<file path="config.mk">
export PLATFORM = sky130hd
export DESIGN_NAME = rcps_seq
export DESIGN_NICKNAME = d
export VERILOG_FILES = /design/src/rtl/rcps_seq.sv
export SDC_FILE = /design/constraint.sdc
export NUM_CORES = 1
export LEC_CHECK = 0
export CAP_MARGIN = 20
export CORE_UTILIZATION = 50
export DETAILED_ROUTE_END_ITERATION = 12
export PLACE_DENSITY = 0.73
export SLEW_MARGIN = 10
export SYNTH_ARGS = -nofsm -noshare
export SYNTH_HDL_FRONTEND = slang
export SYNTH_SLANG_ARGS = --single-unit
</file>
<file path="constraint.sdc">
create_clock -name clk -period 6.3 [get_ports clk]
set_input_delay 1.26 -clock clk [delete_from_list [all_inputs] [get_ports clk]]
set_output_delay 1.26 -clock clk [all_outputs]
set_load 0.01 [all_outputs]
</file>
<file path="src/rtl/rcps_seq.sv">
// rcps_seq: sequential inverse of the reversible carry-propagate adder.
// Recovers a = {cout,s} - b - cin one NIB-bit ripple-borrow slice per cycle.
// Ports:
//   clk, rst        : rising-edge clock, synchronous active-high reset
//   start           : request, accepted only while idle
//   s, cout         : adder sum and carry-out (17-bit minuend)
//   b, cin          : addend and carry-in to remove
//   busy            : operation in progress
//   done            : one-cycle pulse, a/err valid
//   a, err          : recovered augend D[15:0], out-of-range flag
module rcps_seq #(
  parameter int unsigned NIB = 4
) (
  input  logic        clk,
  input  logic        rst,
  input  logic        start,
  input  logic [15:0] s,
  input  logic        cout,
  input  logic [15:0] b,
  input  logic        cin,
  output logic        busy,
  output logic        done,
  output logic [15:0] a,
  output logic        err
);

  localparam int unsigned W      = 16;
  localparam int unsigned SLICES = W / NIB;
  localparam int unsigned CW     = $clog2(SLICES);
  localparam int unsigned IW     = $clog2(W);

  typedef enum logic {IDLE, CALC} state_t;

  state_t         state, state_d;
  logic [CW-1:0]  cnt, cnt_d;
  logic [W-1:0]   s_q, s_d, b_q, b_d, part, part_d, a_d;
  logic           cout_q, cout_d, borrow, borrow_d, err_d, done_d, busy_d;
  logic [IW-1:0]  idx;
  logic [NIB-1:0] s_nib, b_nib, nib_d;
  logic           br;

  // State and datapath registers
  always_ff @(posedge clk) begin
    if (rst) begin
      state  <= IDLE;
      cnt    <= '0;
      s_q    <= '0;
      b_q    <= '0;
      cout_q <= 1'b0;
      borrow <= 1'b0;
      part   <= '0;
      a      <= '0;
      err    <= 1'b0;
      done   <= 1'b0;
      busy   <= 1'b0;
    end else begin
      state  <= state_d;
      cnt    <= cnt_d;
      s_q    <= s_d;
      b_q    <= b_d;
      cout_q <= cout_d;
      borrow <= borrow_d;
      part   <= part_d;
      a      <= a_d;
      err    <= err_d;
      done   <= done_d;
      busy   <= busy_d;
    end
  end

  // Next-state, slice arithmetic and registered-output values
  always_comb begin
    state_d  = state;
    cnt_d    = cnt;
    s_d      = s_q;
    b_d      = b_q;
    cout_d   = cout_q;
    borrow_d = borrow;
    part_d   = part;
    a_d      = a;
    err_d    = err;
    done_d   = 1'b0;
    idx      = IW'(cnt * NIB);
    s_nib    = s_q[idx +: NIB];
    b_nib    = b_q[idx +: NIB];
    nib_d    = '0;
    br       = borrow;

    // Ripple borrow through the current slice
    for (int i = 0; i < int'(NIB); i++) begin
      nib_d[i] = s_nib[i] ^ b_nib[i] ^ br;
      br       = (~s_nib[i] & b_nib[i]) | (~(s_nib[i] ^ b_nib[i]) & br);
    end

    case (state)
      IDLE: begin
        if (start) begin
          s_d      = s;
          b_d      = b;
          cout_d   = cout;
          borrow_d = cin;
          cnt_d    = '0;
          state_d  = CALC;
        end
      end
      CALC: begin
        part_d[idx +: NIB] = nib_d;
        borrow_d           = br;
        if (cnt == CW'(SLICES - 1)) begin
          // Bit 16 of the difference is cout - bo; nonzero means out of range
          err_d   = cout_q ^ br;
          a_d     = part_d;
          done_d  = 1'b1;
          state_d = IDLE;
        end else begin
          cnt_d = cnt + CW'(1);
        end
      end
      default: state_d = IDLE;
    endcase

    busy_d = (state_d == CALC);
  end

endmodule

</file>
==> Word level (Yosys, flattened, before mapping) <==
Index checks and enable logic that the tools add are counted.
{ "word_totals": {"regBits": 71, "latch_bits": 0, "mem_bits_rw": 0, "rom_bits": 0, "output_inout_bits": 19, "elab_cells": 63, "n_memories": 0} }
{ "classes": {"n_addsub": 2, "n_mul": 0, "n_div": 0, "order_cmp": 0, "n_eq_ne": 3, "shift": 4, "muxes": 10, "n_bitwise": 30, "n_reduce_logical": 4} }
{ "ops": {"columns": ["operator", "count"], "rows": [
  ["16-bit by 5-bit indexed part select with 4-bit output", 2],
  ["16-bit bitwise mux", 1],
  ["4-bit by 6-bit variable shift with 16-bit output, first input constant", 1],
  ["4-bit by 6-bit indexed part select with 16-bit output", 1],
  ["1-bit inverter", 9],
  ["1-bit bitwise XOR", 9],
  ["1-bit AND", 8],
  ["4-bit negation with 6-bit output", 1],
  ["2-bit AND reduction", 3],
  ["1-bit two-way mux", 4],
  ["2-bit two-way mux", 2],
  ["2-bit inequality test, second input constant", 2],
  ["1-bit bitwise OR", 4],
  ["1-bit case mux with 2 select lines", 2],
  ["2-bit case mux with 2 select lines", 1],
  ["2-bit by 1-bit adder with 2-bit output, second input constant", 1],
  ["2-bit == test, second input constant", 1],
  ["2-bit OR reduction", 1]
]} }

==> Depth between registers and ports, before layout <==
{ "logic_depth": {"ltp_word": 12, "ltp_mapped": 12, "ltp_nobuf": 11} }

==> Least setup slack after synthesis <==
No wires, ideal clock.
{ "synth_timing": {"kind": "register -> register", "startpoint": "register cnt[0]", "endpoint": "register part[11]", "setup_time_ps": 65, "arrival_time_ps": 2995, "required_time_ps": 6235, "setup_slack_ps": 3240, "path_stages_with_launch": 13, "path_buffers": 1, "cell_sequence": "dfxtp_1 -> buf_6 -> mux4_2 -> inv_1 -> fa_1 -> inv_1 -> fa_1 -> fa_1 -> inv_1 -> fa_1 -> and2b_1 -> a22oi_1 -> nor2_1"} }
{ "synth_via": {"elab_chain_len": 12, "word_cells_on_any_way": 29} }
{ "synth_rtl": {"columns": ["element", "line_no", "rtl"], "rows": [
  ["from (decl)", "35", "logic [CW-1:0] cnt, cnt_d;"],
  ["from (signal assigned)", "58", "cnt <= cnt_d;"],
  ["16-bit by 5-bit indexed part select with 4-bit output, on equally long branches", "84, 85", null],
  ["1-bit bitwise XOR", "91, 92", null],
  ["1-bit inverter", "92", "br = (~s_nib[i] & b_nib[i]) | (~(s_nib[i] ^ b_nib[i]) & br);"],
  ["1-bit AND", "92", null],
  ["1-bit bitwise OR", "92", null],
  ["1-bit AND", "92", null],
  ["1-bit bitwise OR", "92", null],
  ["1-bit AND", "92", null],
  ["1-bit bitwise OR", "92", null],
  ["1-bit bitwise XOR", "91", "nib_d[i] = s_nib[i] ^ b_nib[i] ^ br;"],
  ["4-bit by 6-bit indexed part select with 16-bit output", "107", "part_d[idx +: NIB] = nib_d;"],
  ["16-bit bitwise mux *", "107", null],
  ["to (signal assigned)", "63", "part <= part_d;"],
  ["to (decl)", "36", "logic [W-1:0] s_q, s_d, b_q, b_d, part, part_d, a_d;"]
]} }
Every way passes the cells marked *; elsewhere a longest branch is shown, timed or not.
A chain may end at the register's enable or synchronous reset.

==> Worst setup path in the final report <==
Same ends and word-level chain as after synthesis.

==> flow_summary.json <==
{
  "wl_per_cell_um": 14.29,
  "grt_max_degree": 72,
  "first_pass_iters": 4,
  "netlist_area_um2": 3194,
  "cts_hold_buf": 0,
  "ios": 56,
  "clockBufferDepth": 2,
  "yosysUniqueCellTypes": 31,
  "yosys_warnings": 0,
  "stdcell_count": 461,
  "cts_resized": 0,
  "post_dp_cell_area_um2": 3655,
  "powerDensity_nw_per_um2": 262.4,
  "crit_path_end_kind": "flop",
  "grt_first_pass_wirelength_mm": 11.01,
  "routed_wl_mm": 6.588,
  "post-cts-setup-buffers": 0,
  "dieArea_um2": 6713,
  "crit_slowest_cell": "dfxtp_1",
  "critPathMaxStageDelay_ns": 0.84,
  "final_cell_mix": "dfxtp_1, nand2_1, clkdlybuf4s50_1",
  "syn-num-nets": 389,
  "ctsRootBufferMaster": "clkbuf_8",
  "grt_pass1_vias": 2279,
  "cp.required_ns": 6.58,
  "post-place-ws_ns": 2.798,
  "power_mw": 1.019,
  "hpwlAfterDp_mm": 4.457,
  "finalMaxSlewViolations": 0,
  "clk_pin_slew_ns": 0.07,
  "overflow": 0,
  "drc": 0,
  "yosys.area_share.simple_pct": 19.15,
  "synth_fa_ha_area_share_pct": 4.857,
  "antennaDiodeCount": 0,
  "fillers": 538,
  "max_slew_margin_pct": 35.35,
  "hold_violations": 0,
  "dp_cells": 445,
  "worstMarginPinSlew_ns": 0.9685,
  "initial_core_util_pct": 53.01,
  "netlist_instances": 342,
  "gp_congestion": 0.7491,
  "status": "finished clean",
  "setup_tns_ns": 0,
  "critPathKind": "flop to flop",
  "num_rows": 28,
  "min_period_over_period_pct": 55.79,
  "hold_path_class": "flop to flop",
  "ir_drop_mv": 0.1974,
  "ys_ff_latch": 71,
  "drv_cap": 0,
  "fin_crit_ns": 3.515,
  "rsz0062_at_grt": "no",
  "max_clock_freq_mhz": 284.5,
  "hold_slack_ns": 0.4529,
  "skew_ns": 0.006547,
  "register_area_um2": 1421,
  "worst_path_most_repeated_cell": "fa_1",
  "fin_ws_ns": 2.785,
  "start_kind": "flop",
  "clock_latency_ns": 0.35,
  "final_common_cell": "dfxtp_1",
  "avgSynthCellArea_um2": 9.340,
  "leakage_nw": 1.466,
  "synth-compound-area-share_pct": 16.14,
  "final_nets": 428,
  "cp.arrival_ns": 3.79,
  "synthXorXnorAreaFrac_pct": 0.5484,
  "cts_max_level": 3,
  "die_x_um": 81.93,
  "antenna_found_initial": 0,
  "drive_above_1_share_pct": 10.88,
  "vias": 2509,
  "viasPerCell": 5.443,
  "cts.sinks": 71,
  "drt-initial-drc-count": 138,
  "core_area_um2": 6026,
  "critPathBufInv": 3,
  "grt_use_total_pct": 22.28,
  "critPathTopFamily": "adder cells",
  "synth.area.mux_share_pct": 6.776,
  "synth_top_family_by_area": "simple AND/OR/NAND/NOR gates",
  "design_area_um2": 3884,
  "cts_tree": "yes",
  "port_buffers": 55,
  "syn_to_final_growth_pct": 21.58,
  "multi_input_area_um2": 1524,
  "die_h_um": 81.93,
  "cts_buffers": 9,
  "setup_viol": 0,
  "path_cells": "mux4_2 > inv_1 > fa_1 > inv_1 > fa_1 > fa_1 > inv_1 > fa_1 > and2b_1 > a22oi_1 > nor2_1",
  "ant_nets": 0,
  "finalCoreUtilization_pct": 64.45,
  "cp_max_fo": 18,
  "synth_seq_area_share_pct": 44.50
}
==> layout make-up <==
type                       count  area share [%]
tap                           75           2.416
sequential                    71           36.60
clock buffer                  13           4.091
timing repair buffer          57           14.63
inverter                      14           1.353
multi-input combinational    228           39.24
clock inverter                 3           1.675
==> power breakdown <==
| group | leakage (nW) | internal (mW) | switching (mW) |
|---|---|---|---|
| clock | 0.114 | 0.244 | 0.161 |
| combinational | 0.775 | 0.0593 | 0.0732 |
| sequential | 0.578 | 0.465 | 0.0160 |
==> tightest hold or removal path: cells and delay by family (launching register included) <==
| kind | cells | cell delay [ns] |
|---|---|---|
| simple gates | 1 | 0.05 |
| flops | 1 | 0.31 |
| compound gates | 1 | 0.05 |
==> synth_stat cells, drive strengths merged <==
master  number  area (µm²)
mux2         2       22.52
nor2b        2       12.51
mux2i        1       10.01
a32oi        8       70.07
dfxtp       71        1421
and2         1       6.260
and4b        1       10.01
nand2       71       269.0
mux4         8       183.9
a21oi       35       175.2
and2b        1       7.510
a211oi       1       7.510
a22oi        8       60.06
inv         14       52.55
nor3        17       105.1
and4bb       3       37.54
xnor2        2       17.52
nor2        38       142.6
clkbuf       9       33.78
nand2b       1       6.260
ha           6       75.07
a221oi      16       202.7
buf         20       170.2
nor3b        2       15.01
fa           4       80.08
==> registers in the layout, indices dropped and copies added, names as in the netlist <==
| signal | count |
|---|---|
| borrow | 1 |
| part | 16 |
| cout_q | 1 |
| a | 16 |
| s_q | 16 |
| b_q | 16 |
| cnt | 2 |
| state | 1 |
| err | 1 |
| done | 1 |
==> cell families after synthesis <==
| group | count (synthesis) |
|---|---|
| compound gates | 68 |
| xor+xnor | 2 |
| fa+ha+maj | 10 |
| buf+inv | 43 |
| flops | 71 |
| mux | 11 |
| simple gates | 137 |
==> final timing paths <==
path / cells past startpoint / slack (ns) / endpoint / startpoint
setup / recovery: 11 / 2.79 / part[11] / cnt[0]
hold reg to reg: 2 / 0.45 / b_q[12] / b_q[12]
hold / removal: 2 / 0.45 / b_q[12] / b_q[12]
setup reg to reg: 11 / 2.79 / part[11] / cnt[0]
==> metal layers <==
layer | share of wire [%] | vias up | GRT usage [%]
met5 | 0 | - | 0
met4 | 2.4 | 0 | 11.23
met3 | 3.6 | 11 | 4.778
met2 | 48 | 74 | 34.71
met1 | 46 | 1172 | 29.02
li1 | - | 1252 | -
No activity file was read; power rests on OpenSTA's default activity.
